<file path="src/rtl/nmi_mbox_pkg.sv">
// nmi_mbox_pkg: shared constants for the NMI word mailbox.
// Register offsets, STATUS/CTRL bit positions and the bus FSM states.
package nmi_mbox_pkg;

  localparam logic [1:0] REG_TXDATA = 2'd0;
  localparam logic [1:0] REG_RXDATA = 2'd1;
  localparam logic [1:0] REG_STATUS = 2'd2;
  localparam logic [1:0] REG_CTRL   = 2'd3;

  localparam int ST_TX_FULL  = 0;
  localparam int ST_TX_EMPTY = 1;
  localparam int ST_RX_FULL  = 2;
  localparam int ST_RX_EMPTY = 3;
  localparam int ST_TX_OVF   = 4;
  localparam int ST_RX_UDF   = 5;
  localparam int ST_TX_CNT   = 8;
  localparam int ST_RX_CNT   = 16;

  localparam int CTRL_TX_EN      = 0;
  localparam int CTRL_TX_CLR     = 1;
  localparam int CTRL_RX_CLR     = 2;
  localparam int CTRL_IRQ_RX_EN  = 4;
  localparam int CTRL_IRQ_ERR_EN = 5;

  typedef enum logic {
    S_IDLE,
    S_RESP
  } bus_state_t;

endpackage

</file>
<file path="src/rtl/nmi_mbox_slv_fifo.sv">
// mbox_fifo: first-word-fall-through FIFO with clear.
// Clear beats a same-cycle push; head reads 0 while empty.
module mbox_fifo #(
  parameter  int DEPTH = 8,
  parameter  int W     = 32,
  localparam int AW    = $clog2(DEPTH),
  localparam int CW    = AW + 1
) (
  input  logic          clk,
  input  logic          rst,
  input  logic          push,
  input  logic [W-1:0]  wdata,
  input  logic          pop,
  input  logic          clr,
  output logic [W-1:0]  rdata,
  output logic          full,
  output logic          empty,
  output logic [CW-1:0] cnt
);

  logic [W-1:0]  mem [DEPTH];
  logic [AW-1:0] wptr;
  logic [AW-1:0] rptr;
  logic          push_ok;
  logic          pop_ok;

  assign full    = (cnt == CW'(DEPTH));
  assign empty   = (cnt == '0);
  assign push_ok = push & ~full;
  assign pop_ok  = pop & ~empty;
  assign rdata   = empty ? '0 : mem[rptr];

  // Storage array, written at the tail on an accepted push.
  always_ff @(posedge clk) begin
    if (push_ok) mem[wptr] <= wdata;
  end

  // Pointer and occupancy tracking; pointers wrap at DEPTH.
  always_ff @(posedge clk or posedge rst) begin
    if (rst) begin
      wptr <= '0;
      rptr <= '0;
      cnt  <= '0;
    end else if (clr) begin
      wptr <= '0;
      rptr <= '0;
      cnt  <= '0;
    end else begin
      if (push_ok) wptr <= wptr + AW'(1);
      if (pop_ok)  rptr <= rptr + AW'(1);
      unique case ({push_ok, pop_ok})
        2'b10:   cnt <= cnt + CW'(1);
        2'b01:   cnt <= cnt - CW'(1);
        default: cnt <= cnt;
      endcase
    end
  end

endmodule

</file>
<file path="src/rtl/nmi_mbox_slv.sv">
// nmi_mbox_slv: NMI-bus slave with TX/RX word FIFOs to stream ports.
// NMI_MBOX_IRQ_EN adds the irq output and CTRL irq enable bits.
module nmi_mbox_slv #(
  parameter int DEPTH  = 8,
  parameter int DATA_W = 32
) (
  input  logic              clk,
  input  logic              rst,
  input  logic              nmi_valid,
  input  logic [31:0]       nmi_addr,
  input  logic [DATA_W-1:0] nmi_wdata,
  input  logic [3:0]        nmi_wstrb,
  output logic [DATA_W-1:0] nmi_rdata,
  output logic              nmi_ready,
  output logic              tx_valid,
  output logic [DATA_W-1:0] tx_data,
  input  logic              tx_ready,
  input  logic              rx_valid,
  input  logic [DATA_W-1:0] rx_data,
  output logic              rx_ready
`ifdef NMI_MBOX_IRQ_EN
  ,
  output logic              irq
`endif
);

  import nmi_mbox_pkg::*;

  localparam int CW = $clog2(DEPTH) + 1;

  bus_state_t        state;
  logic              acc;
  logic              we;
  logic [1:0]        sel;
  logic [DATA_W-1:0] wmask;
  logic [DATA_W-1:0] rd_word;
  logic              tx_push;
  logic              tx_pop;
  logic              tx_clr;
  logic              tx_full;
  logic              tx_empty;
  logic [CW-1:0]     tx_cnt;
  logic              rx_push;
  logic              rx_pop;
  logic              rx_clr;
  logic              rx_full;
  logic              rx_empty;
  logic [CW-1:0]     rx_cnt;
  logic [DATA_W-1:0] rx_head;
  logic              st_wr;
  logic              ctl_wr;
  logic              tx_en;
  logic              tx_ovf;
  logic              rx_udf;
  logic              unused_addr;

  assign unused_addr = ^{nmi_addr[31:4], nmi_addr[1:0]};

  assign acc = (state == S_IDLE) & nmi_valid;
  assign we  = |nmi_wstrb;
  assign sel = nmi_addr[3:2];

  assign tx_push = acc & we & (sel == REG_TXDATA);
  assign rx_pop  = acc & ~we & (sel == REG_RXDATA);
  assign st_wr   = acc & we & (sel == REG_STATUS) & nmi_wstrb[0];
  assign ctl_wr  = acc & we & (sel == REG_CTRL) & nmi_wstrb[0];
  assign tx_clr  = ctl_wr & nmi_wdata[CTRL_TX_CLR];
  assign rx_clr  = ctl_wr & nmi_wdata[CTRL_RX_CLR];

  assign tx_valid = tx_en & ~tx_empty;
  assign tx_pop   = tx_valid & tx_ready;
  assign rx_ready = ~rx_full;
  assign rx_push  = rx_valid & rx_ready;

  // Disabled byte lanes of a TXDATA write are pushed as zero.
  always_comb begin
    wmask = '0;
    for (int i = 0; i < 4; i++)
      wmask[8*i +: 8] = nmi_wdata[8*i +: 8] & {8{nmi_wstrb[i]}};
  end

  mbox_fifo #(.DEPTH(DEPTH), .W(DATA_W)) u_tx (
    .clk   (clk),
    .rst   (rst),
    .push  (tx_push),
    .wdata (wmask),
    .pop   (tx_pop),
    .clr   (tx_clr),
    .rdata (tx_data),
    .full  (tx_full),
    .empty (tx_empty),
    .cnt   (tx_cnt)
  );

  mbox_fifo #(.DEPTH(DEPTH), .W(DATA_W)) u_rx (
    .clk   (clk),
    .rst   (rst),
    .push  (rx_push),
    .wdata (rx_data),
    .pop   (rx_pop),
    .clr   (rx_clr),
    .rdata (rx_head),
    .full  (rx_full),
    .empty (rx_empty),
    .cnt   (rx_cnt)
  );

`ifdef NMI_MBOX_IRQ_EN
  logic irq_rx_en;
  logic irq_err_en;

  // Interrupt enables and the registered level interrupt.
  always_ff @(posedge clk or posedge rst) begin
    if (rst) begin
      irq_rx_en  <= 1'b0;
      irq_err_en <= 1'b0;
      irq        <= 1'b0;
    end else begin
      if (ctl_wr) begin
        irq_rx_en  <= nmi_wdata[CTRL_IRQ_RX_EN];
        irq_err_en <= nmi_wdata[CTRL_IRQ_ERR_EN];
      end
      irq <= (irq_rx_en & ~rx_empty) |
             (irq_err_en & (tx_ovf | rx_udf));
    end
  end
`endif

  // Read mux; STATUS shows the state as seen at the accept edge.
  always_comb begin
    rd_word = '0;
    unique case (sel)
      REG_TXDATA: rd_word = '0;
      REG_RXDATA: rd_word = rx_head;
      REG_STATUS: begin
        rd_word[ST_TX_FULL]       = tx_full;
        rd_word[ST_TX_EMPTY]      = tx_empty;
        rd_word[ST_RX_FULL]       = rx_full;
        rd_word[ST_RX_EMPTY]      = rx_empty;
        rd_word[ST_TX_OVF]        = tx_ovf;
        rd_word[ST_RX_UDF]        = rx_udf;
        rd_word[ST_TX_CNT +: 8]   = 8'(tx_cnt);
        rd_word[ST_RX_CNT +: 8]   = 8'(rx_cnt);
      end
      REG_CTRL: begin
        rd_word[CTRL_TX_EN] = tx_en;
`ifdef NMI_MBOX_IRQ_EN
        rd_word[CTRL_IRQ_RX_EN]  = irq_rx_en;
        rd_word[CTRL_IRQ_ERR_EN] = irq_err_en;
`endif
      end
    endcase
  end

  // CTRL enable and sticky error flags; a new error beats W1C.
  always_ff @(posedge clk or posedge rst) begin
    if (rst) begin
      tx_en  <= 1'b0;
      tx_ovf <= 1'b0;
      rx_udf <= 1'b0;
    end else begin
      if (ctl_wr) tx_en <= nmi_wdata[CTRL_TX_EN];
      tx_ovf <= (tx_ovf & ~(st_wr & nmi_wdata[ST_TX_OVF])) |
                (tx_push & tx_full);
      rx_udf <= (rx_udf & ~(st_wr & nmi_wdata[ST_RX_UDF])) |
                (rx_pop & rx_empty);
    end
  end

  // Bus FSM: accept in IDLE, one-cycle ready pulse in RESP.
  always_ff @(posedge clk or posedge rst) begin
    if (rst) begin
      state     <= S_IDLE;
      nmi_ready <= 1'b0;
      nmi_rdata <= '0;
    end else begin
      unique case (state)
        S_IDLE: begin
          if (nmi_valid) begin
            state     <= S_RESP;
            nmi_ready <= 1'b1;
            nmi_rdata <= we ? '0 : rd_word;
          end
        end
        S_RESP: begin
          state     <= S_IDLE;
          nmi_ready <= 1'b0;
          nmi_rdata <= '0;
        end
      endcase
    end
  end

endmodule
</file>
<file path="config.mk">
export PLATFORM = sky130hd
export DESIGN_NAME = nmi_mbox_slv
export DESIGN_NICKNAME = d
export VERILOG_FILES = /design/src/rtl/nmi_mbox_pkg.sv /design/src/rtl/nmi_mbox_slv_fifo.sv /design/src/rtl/nmi_mbox_slv.sv
export SDC_FILE = /design/constraint.sdc
export NUM_CORES = 1
export LEC_CHECK = 0
export BUFFER_PORTS_ARGS = -buffer_cell sky130_fd_sc_hd__buf_2
export CORE_MARGIN = 8
export CORE_UTILIZATION = 35
export CTS_CLUSTER_SIZE = 14
export DETAILED_ROUTE_END_ITERATION = 7
export PLACE_DENSITY_LB_ADDON = 0.12
export SLEW_MARGIN = 40
export SYNTH_ARGS = -nofsm -noshare
export SYNTH_HDL_FRONTEND = slang
export SYNTH_SLANG_ARGS = --single-unit
</file>
<file path="constraint.sdc">
create_clock -name clk -period 6.6 [get_ports clk]
set_clock_uncertainty 0.2 [all_clocks]
set_input_delay 0.99 -clock clk [delete_from_list [all_inputs] [get_ports clk]]
set_output_delay 0.99 -clock clk [all_outputs]
set_load 0.01 [all_outputs]
</file>
Yosys cells after proc, flatten, opt, wreduce, memory -nomap -nowiden
Memory sizes are Yosys's and may differ from the RTL's.
Cells that the tools add are included.
- add/sub/neg operators: 8
- $mul: 0
- divide/modulo/power cells: 0
- $lt $le $gt $ge: 0
- equality and inequality tests: 10
- shifts and indexed selects: 0
- mux-type cells: 30
- bitwise operators: 38
- reduce and logical (&&, ||, !) cells: 10
- operators with widths (kind ; number):
    2-to-1 mux 32 bit ; 4
    case mux 32 bit (2 select lines) ; 1
    AND 8 bit ; 4
    case mux 16 bit (2 select lines) ; 1
    AND 1 bit ; 24
    2-to-1 mux 3 bit ; 8
    case mux 4 bit (2 select lines) ; 2
    adder 3 x 1 -> 3 bit (second input constant) ; 4
    case mux 5 bit (2 select lines) ; 1
    adder 4 x 1 -> 4 bit (second input constant) ; 2
    == test 2 bit (second input constant) ; 4
    == test 4 bit (second input constant) ; 2
    zero test 4 bit ; 2
    2-to-1 mux 4 bit ; 2
    2-to-1 mux 8 bit ; 1
    inverter 1 bit ; 8
    nonzero test 2 bit ; 4
    subtractor 4 x 1 -> 4 bit (second input constant) ; 2
    == test 2 x 1 -> 1 bit (second input constant) ; 3
    2-to-1 mux 1 bit ; 6
    nonzero test 3 bit ; 2
    case mux 1 bit (2 select lines) ; 2
    case mux 1 bit (4 select lines) ; 1
    OR reduction 4 bit ; 1
    4 further kinds ; 5
- bits in registers: 57
- bits in latches: 0
- RAM bits: 512
- ROM bits: 0
- bits of input ports: 105
- word-level logic and storage cells: 110
- memories: 2
- memory list (memory ; depth ; bits a word ; rd ports ; clocked after Yosys merged registers in ; write ports ; RTL line ; RTL):
    u_rx.mem ; 8 ; 32 ; 1 ; 0 ; 1 ; nmi_mbox_slv_fifo.sv:21 ; logic [W-1:0] mem [DEPTH];
    u_tx.mem ; 8 ; 32 ; 1 ; 0 ; 1 ; nmi_mbox_slv_fifo.sv:21 ;

Logic depth before layout (Yosys ltp)
Gate-level depths: netlist (run 1).
- depth in word-level cells: 9
- gate-level depth with buffers: 12
- depth with buffers taken out: 10

By module
From an unflattened synthesis (run 1), not the netlist that was laid out.
- cells, all modules: 1146
- area, all modules: 22680.5 um^2
- by module, submodules not included (module ; times used ; cells each ; area an instance (um^2)):
    mbox_fifo (u_rx) ; 1 ; 491 ; 10435.0
    mbox_fifo (u_tx) ; 1 ; 485 ; 10418.7
    nmi_mbox_slv ; 1 ; 170 ; 1826.8

Worst setup path after synthesis (run 1)
Ideal clock, no wire load.
- path type: in2reg
- start: input port nmi_valid
- end: memory u_tx.mem[1][0], enable pin
- arrival time: 4.943 ns
- required time: 5.887 ns
- setup slack: 0.944 ns
- cell stages on the path: 5
- cell sequence: nand2b_1 inv_1 buf_2 nand4_2 nor4b_1
- longest elaborated chain between the ends: 6
- RTL lines (element ; RTL line ; RTL):
    start, declared ; nmi_mbox_slv.sv:9 ; input logic nmi_valid,
    AND 1 bit ; nmi_mbox_slv.sv:59 ; assign acc = (state == S_IDLE) & nmi_valid;
    AND 1 bit (2 in a row) ; nmi_mbox_slv.sv:63 ; assign tx_push = acc & we & (sel == REG_TXDATA);
    AND 1 bit ; nmi_mbox_slv_fifo.sv:29 ; assign push_ok = push & ~full;
    2-to-1 mux 1 bit ; nmi_mbox_slv_fifo.sv:35 ; if (push_ok) mem[wptr] <= wdata;
    2-to-1 mux 1 bit (implied by the code) ; nmi_mbox_slv_fifo.sv:35 ;
    end, declared ; nmi_mbox_slv_fifo.sv:21 ;
No other way between the ends.

Worst setup path after layout (run 1)
- start: register u_tx.rptr[0]
- end: output port tx_data[31]
- longest elaborated chain between the ends: 2
- RTL lines (element ; RTL line ; RTL):
    start, declared ; nmi_mbox_slv_fifo.sv:23 ; logic [AW-1:0] rptr;
    start signal, assigned ; nmi_mbox_slv_fifo.sv:50 ; if (pop_ok) rptr <= rptr + AW'(1);
    memory read (8 x 32 bit) ; - ;
    2-to-1 mux 32 bit ; nmi_mbox_slv_fifo.sv:31 ; assign rdata = empty ? '0 : mem[rptr];
    end, declared ; nmi_mbox_slv.sv:16 ; output logic [DATA_W-1:0] tx_data,
No other way between the ends.

==> results.yml, run 1 <==
power_and_ir_drop:
  p_per_area_nw_per_um2: 380.1
  irDropWorstVdd_mv: 0.1863
  p_leak_nw: 8.874
synthesis:
  synth_edf_count: 512
  yosysWarnings: 0
  ys_seq_area_share_pct: 75.39
  synth_flop_cell: "edfxtp_1"
  yosysTopAreaCell: "edfxtp_1"
  synth_cells: 1095
  synth_area_leaders: "edfxtp_1 (69%), mux4_2 (13%), dfrtp_1 (6.4%), mux2i_1 (3.1%), nor2_1 (0.98%)"
  synthesis.nets: 1213
  async_flop_share_pct: 10.02
  synth_cell_types: 51
  syn_avg_cell_area_um2: 20.35
  ys_ff_latch: 569
  synth.top_cell.area_share_pct: 68.99
  netlist_area_um2: 22290
global_route:
  grt_pass1_wl_um: 76710
  antenna_found_initial: 9
  grt_max_degree: 58
  track_usage_pct: 14.46
  grt_overflow: 0
  grt_pass1_vias: 11730
finish:
  n_fill_cell: 5669
  regArea_um2: 16810
  multiInputGateArea_um2: 5339
  drive_gt1_share_pct: 32.58
  nets: 1397
  finish.utilization_pct: 41.82
  area_growth_pct: 18.15
run:
  maxCapViolCount: 0
min_path:
  hp-class: "reg2reg"
clock_network:
  clk_latency_ps: 580
  cts_made_buffers: 66
  htreeDepth: 3
  clk_pin_slew_worst_paths_ps: 60
  root_buffer: "clkbuf_16"
  cts_setup_buffers: 0
  cts_tree: "yes"
  cts_resized: 0
  clock_path_buffers: 3
  cts.sinks: 569
  postCtsHoldBufs: 0
placed_design:
  portBuffers: 141
  place_ws_ps: 2405
  gp_congestion: 0.7057
  dp_hpwl_um: 29120
timing:
  period_needed_ps: 4004
  finalSetupViolCount: 0
  fin_setup_tns_ps: 0
  worst_slew_pin_slew_ps: 813.8
  fmax_mhz: 249.8
  period_share_pct: 60.67
  hold_viol: 0
  setup_slack_ps: 2596
  relSlewSlack_pct: 45.74
  drv_slew: 0
  rsz0062_at_grt: "false"
worst_setup_path:
  critPathCaptureType: "primary output"
  worstPathMaxFanout: 22
  path_class: "reg2out"
  cp.arrival_ps: 2810
  start_kind: "flip-flop"
  crit_required_ps: 5410
detailed_routing:
  drt-vias-per-instance: 4.963
  drtIter0Drc: 729
  route.detailed.drc: 0
  vias: 10810
  firstDrtPassIters: 5
  ant_nets: 0
  wl_per_cell_um: 23.69
  wl_um: 51590
die:
  ios: 172
  core-area_um2: 62970
  die_y_um: 268.3
  die_w_um: 268.3
  die_area_um2: 72010
  start_util_pct: 35.39
  num_rows: 92
outcome:
  outcome: "finished clean"
## layer usage
metal  vias up  wire, µm  GRT usage (%)
met1      5695     22170          18.38
met4         6      1016          3.825
li1       4814         -              -
met3        90      2311          3.431
met5         -        34              0
met2       205     26060          24.78
## cell type report
class	count	area share, %
Tap cell	846	4.020
Clock buffer	88	7.061
Inverter	6	0.08553
Sequential cell	569	63.86
Antenna cell	3	0.02851
Clock inverter	30	0.9599
Multi-Input combinational cell	463	20.28
Timing Repair Buffer	173	3.711
## stage by stage
step | cells | hold WS [ps] | area, µm² | total power, mW
2_1_floorplan | 1095 | 216.5 | 22290 | 5.893
3_3_place_gp | 2053 | 260.4 | 24120 | 6.593
3_5_place_dp | 2057 | 269.5 | 24200 | 6.641
4_1_cts | 2175 | 288.3 | 26320 | 10.21
5_1_grt | 2175 | 332.5 | 26320 | 10.48
6_report | 2178 | 285.7 | 26330 | 10.01
## sequential cells by signal (all words and copies together) (netlist names)
name / count
u_tx.mem: 256
u_rx.mem: 256
u_tx.cnt: 4
u_tx.rptr: 3
u_tx.wptr: 3
state: 1
u_rx.wptr: 3
tx_en: 1
u_rx.cnt: 4
u_rx.rptr: 3
rx_udf: 1
tx_ovf: 1
nmi_rdata: 32
nmi_ready: 1
## final timing paths
path	startpoint	endpoint	slack [ps]	depth (start not counted)
hold reg to reg	nmi_rdata[7]$_DFFE_PP0P_	nmi_rdata[7]$_DFFE_PP0P_	290	2
setup / recovery	u_tx.rptr[0]$_DFFE_PP0P_	tx_data[31]	2600	5
hold / removal	nmi_rdata[7]$_DFFE_PP0P_	nmi_rdata[7]$_DFFE_PP0P_	290	2
setup reg to reg	u_tx.cnt[1]$_DFFE_PP0P_	u_tx.cnt[2]$_DFFE_PP0P_	3380	10
min in group asynchronous	rst	nmi_rdata[27]$_DFFE_PP0P_	370	3
max in group asynchronous	rst	u_tx.rptr[0]$_DFFE_PP0P_	5280	3
## critical path, cell delays in order, from the launching register on
cell and delay, ps:
dfrtp_4 730, buf_4 510, mux4_2 570, mux2i_1 180, nor2_1 70, buf_2 160
## synth_stat cells, types with 2 or more instances
library cell and n:
nor3b_1 3, and3_1 4, nor3_1 8, nand2b_1 3, nor4b_1 2, o21ai_0 28
buf_6 2, a31oi_1 3, buf_2 18, o221ai_1 3, edfxtp_1 512, nand3_1 4
buf_1 6, nand2_1 38, o21ai_1 4, a21oi_1 3, o21a_1 2, nor4_1 4
clkbuf_1 31, mux4_2 128, mux2i_1 70, xor2_1 10, a41oi_1 2, inv_1 6
and2_1 32, dfrtp_1 57, nor4b_2 2, nor2b_1 2, a22oi_1 11, xnor2_1 4
ha_1 13, nor2_1 58, nand4_1 4
## logic make-up (layout without fill, tap and decap cells)
kind of cell | count (synthesis) | count (layout) | synth area share (%)
simple gates | 177 | 177 | 4.284
buf+inv | 63 | 297 | 1.229
flops | 569 | 569 | 75.39
mux | 199 | 199 | 16.13
xor+xnor | 15 | 15 | 0.6232
compound gates | 59 | 59 | 1.617
fa+ha+maj | 13 | 13 | 0.7299
other cells | 0 | 3 | 0
## cells in the final DEF, fill, tap and decap left out, drive strengths merged, types with 5 or more instances in the layout
| cell | n |
|---|---|
| edfxtp | 512 |
| buf | 173 |
| mux4 | 128 |
| clkbuf | 88 |
| mux2i | 70 |
| nor2 | 59 |
| dfrtp | 57 |
| nand2 | 38 |
| and2 | 33 |
| o21ai | 32 |
| clkinv | 24 |
| ha | 13 |
| a22oi | 11 |
| xor2 | 10 |
| nor3 | 9 |
| inv | 6 |
| nand4 | 6 |
| xnor2 | 5 |
| nor4 | 5 |
## power breakdown
group,internal (mW),leakage (nW),total [mW],switching (mW)
clock network,2.13,1.04,3.53,1.40
registers,4.27,5.41,4.52,0.242
logic,0.912,2.42,1.96,1.05
total,7.32,8.87,10.0,2.69
No activity file was read; power rests on OpenSTA's default activity.
==> run 2, diff against run 1 <==
==> constraint.sdc (replaced) <==
create_clock -name clk -period 4 [get_ports clk]
set_clock_uncertainty 0.2 [all_clocks]
set_input_delay 0.6 -clock clk [delete_from_list [all_inputs] [get_ports clk]]
set_output_delay 0.6 -clock clk [all_outputs]
set_load 0.01 [all_outputs]
==> run 2 against run 1 <==
Total power up 63%. Routed wire length shrank 0.43%. Non-clock buffer count grew 6. Setup slack worse by 2000 ps. Sequential cell count unchanged. Final cell count about the same. Sequential share of layout area hardly changed. Via count is 0.65% lower. Utilization barely moved. Register-to-register slack worse by 2400 ps. Combinational power rose by 67%. Critical endpoint is now tx_data[22]. Highest routed layer unchanged.
==> results.yml, run 2 (same netlist as run 1, synthesis figures left out) <==
die:
  num_rows: 92
  start_util_pct: 35.39
  die_w_um: 268.3
  die_y_um: 268.3
  die_area_um2: 72010
  ios: 172
  core-area_um2: 62970
finish:
  layout.cells.most_common: "edfxtp_1"
  n_fill_cell: 5628
  regArea_um2: 16810
  finish.utilization_pct: 41.82
  nets: 1397
  reg_top3: "u_rx.mem (256), u_tx.mem (256), nmi_rdata (32)"
  multiInputGateArea_um2: 5341
  drive_gt1_share_pct: 32.51
  area_growth_pct: 18.14
  most-common-layout-cells: "edfxtp_1 (512), buf_2 (141), mux4_2 (128)"
detailed_routing:
  firstDrtPassIters: 4
  drtIter0Drc: 751
  drt-vias-per-instance: 4.933
  wl_um: 51370
  ant_nets: 0
  vias: 10740
  route.detailed.drc: 0
  wl_per_cell_um: 23.60
worst_setup_path:
  worstPathMaxFanout: 26
  critPathCaptureType: "primary output"
  r2r_start: "u_rx.cnt[0]$_DFFE_PP0P_"
  crit_required_ps: 3200
  r2r_slack_ps: 930
  path_class: "reg2out"
  cp.arrival_ps: 2640
  start_kind: "flip-flop"
  worst_r2r_endpoint: "u_rx.cnt[3]$_DFFE_PP0P_"
  ff2ff_path_depth: 9
global_route:
  grt_max_degree: 47
  antenna_found_initial: 8
  grt_overflow: 0
  grt_pass1_vias: 11640
  grt_pass1_wl_um: 76430
  track_usage_pct: 14.26
timing:
  drv_slew: 0
  relSlewSlack_pct: 50.36
  whs_ps: 61.42
  fmax_mhz: 290.5
  period_share_pct: 86.05
  finalSetupViolCount: 0
  worst_slew_pin_slew_ps: 742.2
  period_needed_ps: 3442
  setup_slack_ps: 558.1
  hold_viol: 0
  rsz0062_at_grt: "false"
clock_network:
  cts_resized: 0
  clk_latency_ps: 610
  htreeDepth: 2
  cts_tree: "yes"
  cts.sinks: 569
  cts_made_buffers: 60
  clk_pin_slew_worst_paths_ps: 60
  root_buffer: "clkbuf_16"
  clock_path_buffers: 3
placed_design:
  gp_congestion: 0.7026
  place_ws_ps: 921.3
  dp_hpwl_um: 29290
  portBuffers: 141
outcome:
  outcome: "finished clean"
power_and_ir_drop:
  p_leak_nw: 8.862
  power_mw: 16.28
  irDropWorstVdd_mv: 0.3164
  p_per_area_nw_per_um2: 618.4
min_path:
  min_to: "u_rx.mem[0][8]$_DFFE_PP_"
  min_delay_path_depth: 1
  hold_start: "rx_data[8]"
  hp-class: "in2reg"
run:
  maxCapViolCount: 0
[run 2: cell types whose count changed in the layout (fill, tap and decap cells not counted), moves of 2 or more]
cell | before | now
buf_12 | 1 | 10
clkbuf_16 | 70 | 61
clkinv_1 | 11 | 7
clkbuf_1 | 14 | 17
buf_4 | 28 | 26
bufinv_16 | 4 | 6
clkbuf_8 | 4 | 6
clkinvlp_4 | 2 | 0
inv_6 | 0 | 2
nor4_2 | 3 | 1
[run 2: per-stage QoR]
step | cells | instance area, µm² | setup TNS (ps)
2_1_floorplan | 1095 | 22300 | -140140
3_3_place_gp | 2061 | 24330 | 0
3_5_place_dp | 2062 | 24350 | 0
4_1_cts | 2175 | 26320 | 0
5_1_grt | 2175 | 26320 | 0
6_report | 2177 | 26330 | 0
[run 2: where the power goes]
group          leakage (nW)  internal, mW  switching, mW
Clock                 0.971          3.29           2.23
Combinational          2.48          1.55           1.73
Sequential             5.41          7.05          0.436
Total                  8.86          11.9           4.40
[run 2: how the worst max path moves through the flow]
stage,startpoint,to,depth (start not counted)
floorplan,nmi_valid,u_tx.mem[1][0]$_DFFE_PP_,5
global placement,u_rx.cnt[1]$_DFFE_PP0P_,u_rx.mem[5][16]$_DFFE_PP_,4
detailed placement,nmi_wstrb[3],u_tx.mem[5][10]$_DFFE_PP_,6
CTS,u_tx.rptr[0]$_DFFE_PP0P_,tx_data[22],5
global route,u_tx.rptr[0]$_DFFE_PP0P_,tx_data[26],5
finish,u_tx.rptr[0]$_DFFE_PP0P_,tx_data[22],5
[run 2: final cells by class]
type / instances / share of cell area (%)
Inverter: 6 / 0.08554
Multi-Input combinational cell: 463 / 20.29
Clock inverter: 28 / 1.098
Clock buffer: 84 / 6.354
Antenna cell: 2 / 0.01901
Tap cell: 846 / 4.020
Sequential cell: 569 / 63.86
Timing Repair Buffer: 179 / 4.277
[run 2: timing repair]
action | CTS | global route
hold buffers | 1 | 0
setup buffers | 0 | 0
setup endpoints to repair | 0 | 0
hold endpoints to repair | 26 | 0
[run 2: routing by layer]
layer	share of wire, %	wire length (µm)	vias to the layer above	track usage, %
met3	5.1	2610	81	3.257
met5	0.070	36	-	0
met4	2.1	1063	6	3.796
li1	-	-	4801	-
met1	44	22350	5642	18.42
met2	49	25300	210	24.18
[run 2: critical path, stage by stage (launching register included)]
cell	delay, ps
dfrtp_4	740
buf_12	310
mux4_2	540
mux2i_1	210
nor2_1	60
buf_2	160
==> run 3, diff against run 2 <==
--- a/config.mk
+++ b/config.mk
@@ -5,6 +5,7 @@
 export SDC_FILE = /design/constraint.sdc
 export NUM_CORES = 1
 export LEC_CHECK = 0
+export ABC_AREA = 1
 export BUFFER_PORTS_ARGS = -buffer_cell sky130_fd_sc_hd__buf_2
 export CORE_MARGIN = 8
 export CORE_UTILIZATION = 35
==> run 3 against run 2 <==
Non-clock buffer count is 7 higher. Total power increased by 8.9%. Via count rose by 34%. Die area rose by 2.7%. Sequential cell count is the same. Worst hold slack worse by 9.5 ps. Critical path type unchanged. Final area rose by 1.6%. Combinational power increased by 49%. Utilization decreased by 0.84 points. Register-to-register slack better by 70 ps. Clock power about the same.
==> results.yml, run 3 <==
synthesis:
  synth.top_cell.area_share_pct: 67.06
  synth-adder-area-share_pct: 0.7094
  ys_ff_latch: 569
  synth-simple-area-share_pct: 10.37
  synth_top_family_by_area: "compound AO/OA/AOI/OAI gates"
  ys_seq_area_share_pct: 73.28
  synth_cell_types: 36
  synthesis.nets: 1980
  synth-compound-area-share_pct: 11.64
  syn_avg_cell_area_um2: 12.31
  synthTopCellsByCount: "edfxtp_1 (512), nor2_1 (379), o21ai_0 (296), nand2_1 (152), inv_1 (84)"
  synth_cells: 1862
  synth_xor_area_share_pct: 0.07640
  yosysMostFrequentCell: "edfxtp_1"
  netlist_area_um2: 22930
  yosysWarnings: 0
  async_flop_share_pct: 10.02
  synth_edf_count: 512
  synthMuxAreaShare_pct: 0.08731
  yosysTopAreaCell: "edfxtp_1"
  synth_area_leaders: "edfxtp_1 (67%), o21ai_0 (6.5%), dfrtp_1 (6.2%), nor2_1 (6.2%), nand2_1 (2.5%)"
  synth_flop_cell: "edfxtp_1"
finish:
  reg_top3: "u_rx.mem (256), u_tx.mem (256), nmi_rdata (32)"
  layout.cells.most_common: "edfxtp_1"
  final_cells: 2918
  area_growth_pct: 16.64
  finish.utilization_pct: 40.97
  nets: 2116
  fin_area_um2: 26740
  n_fill_cell: 6259
  drive_gt1_share_pct: 15.39
  most-common-layout-cells: "edfxtp_1 (512), nor2_1 (362), o21ai_0 (296)"
global_route:
  grt_overflow: 0
  track_usage_pct: 15.78
  grt_pass1_vias: 14560
  grt_max_degree: 89
  grt_pass1_wl_um: 90530
  antenna_found_initial: 9
run:
  maxCapViolCount: 0
timing:
  finalSetupViolCount: 0
  setup_slack_ps: 337.0
  hold_viol: 0
  rsz0062_at_grt: "false"
  whs_ps: 51.89
  period_share_pct: 91.58
  worst_slew_pin_slew_ps: 764.8
  period_needed_ps: 3663
  fin_setup_tns_ps: 0
  relSlewSlack_pct: 48.83
  drv_slew: 0
  fmax_mhz: 273.0
detailed_routing:
  wl_um: 59480
  wl_per_cell_um: 20.38
  firstDrtPassIters: 5
  drt-vias-per-instance: 4.937
  route.detailed.drc: 0
  ant_nets: 0
  drtIter0Drc: 1017
  vias: 14410
placed_design:
  dp_hpwl_um: 32970
  portBuffers: 141
  gp_congestion: 0.7414
  dpl-instance-area_um2: 24740
  place_ws_ps: 797.2
  place_inst: 2797
die:
  core-area_um2: 65280
  ios: 172
  die_y_um: 271.9
  start_util_pct: 35.13
  die_area_um2: 73950
  num_rows: 94
  die_w_um: 271.9
power_and_ir_drop:
  p_leak_nw: 9.724
  p_per_area_nw_per_um2: 663.2
  power_mw: 17.74
  irDropWorstVdd_mv: 0.4147
min_path:
  min_delay_path_depth: 1
  hp-class: "in2reg"
  min_to: "u_rx.mem[4][28]$_DFFE_PP_"
  hold_start: "rx_data[28]"
clock_network:
  cts.sinks: 569
  cts_resized: 0
  root_buffer: "clkbuf_16"
  clk_latency_ps: 620
  clk_pin_slew_worst_paths_ps: 60
  cts_tree: "yes"
  htreeDepth: 2
  clock_path_buffers: 3
  cts_made_buffers: 60
worst_setup_path:
  crit_required_ps: 3200
  critPathCaptureType: "primary output"
  ff2ff_path_depth: 8
  path_class: "reg2out"
  r2r_start: "u_rx.rptr[0]$_DFFE_PP0P_"
  worst_r2r_endpoint: "nmi_rdata[19]$_DFFE_PP0P_"
  start_kind: "flip-flop"
  worstPathMaxFanout: 61
  cp.arrival_ps: 2860
  r2r_slack_ps: 1000
outcome:
  outcome: "finished clean"
## run 3: changes by cell type in the layout (fill, tap and decap cells not counted), sizes merged, moves of 12 or more
cell	change
o211ai	+22
mux2i	-68
o21ai	+299
and2	-33
nand2	+119
o221ai	+12
nor2	+326
o22ai	+63
a31oi	+29
inv	+83
mux4	-128
nand3	+40
## run 3: cell families (layout without fill, tap and decap cells)
logic type	Yosys count	in the layout
and+or+nand+nor	592	592
DFF	569	569
AOI/OAI and AO/OA	481	481
buffers and inverters	203	388
adders and majority gates	13	13
xor gates and xnor gates	2	2
muxes	2	2
other	0	7
## run 3: critical path, stage by stage (launching register included)
cell and delay, ps:
dfrtp_4 610, buf_4 620, o21ai_0 190, o22ai_1 180, o21ai_0 90, a31oi_1 340, buf_2 210
## run 3: repair_timing
action	CTS	global route
endpoints found under the hold margin	21	0
hold buffers	3	0
setup buffers	0	0
## run 3: worst max path at each step
stage	startpoint	end	slack [ps]
after floorplan	nmi_wstrb[3]	u_tx.mem[0][0]$_DFFE_PP_	760
after global placement	nmi_wstrb[0]	u_tx.mem[2][16]$_DFFE_PP_	870
after detailed placement	nmi_wstrb[0]	u_tx.mem[2][16]$_DFFE_PP_	800
after CTS	u_tx.rptr[0]$_DFFE_PP0P_	tx_data[4]	230
after global routing	u_tx.rptr[0]$_DFFE_PP0P_	tx_data[4]	20
final	u_tx.rptr[0]$_DFFE_PP0P_	tx_data[4]	340
## run 3: final cells by class
class | instances | area, µm² | area share [%]
Sequential cell | 569 | 16810 | 62.86
Multi-Input combinational cell | 1090 | 5375 | 20.10
Clock buffer | 73 | 1622 | 6.063
Timing Repair Buffer | 186 | 1161 | 4.342
Tap cell | 864 | 1081 | 4.042
Inverter | 91 | 344.1 | 1.287
Clock inverter | 38 | 332.8 | 1.244
Antenna cell | 7 | 17.52 | 0.06550
## run 3: layer usage
layer / vias to the layer above / wire, µm / GRT usage [%]
met5: - / 29 / 0
li1: 6975 / - / -
met2: 267 / 29490 / 27.12
met4: 6 / 1030 / 3.924
met1: 7076 / 26150 / 20.71
met3: 81 / 2786 / 2.648
## run 3: power by group
part / total [mW] / internal (mW) / switching, mW / leakage, nW
Sequential: 7.31 / 7.06 / 0.250 / 5.41
Clock: 5.53 / 3.24 / 2.29 / 0.964
Combinational: 4.90 / 1.52 / 3.38 / 3.35
Total: 17.7 / 11.8 / 5.92 / 9.72
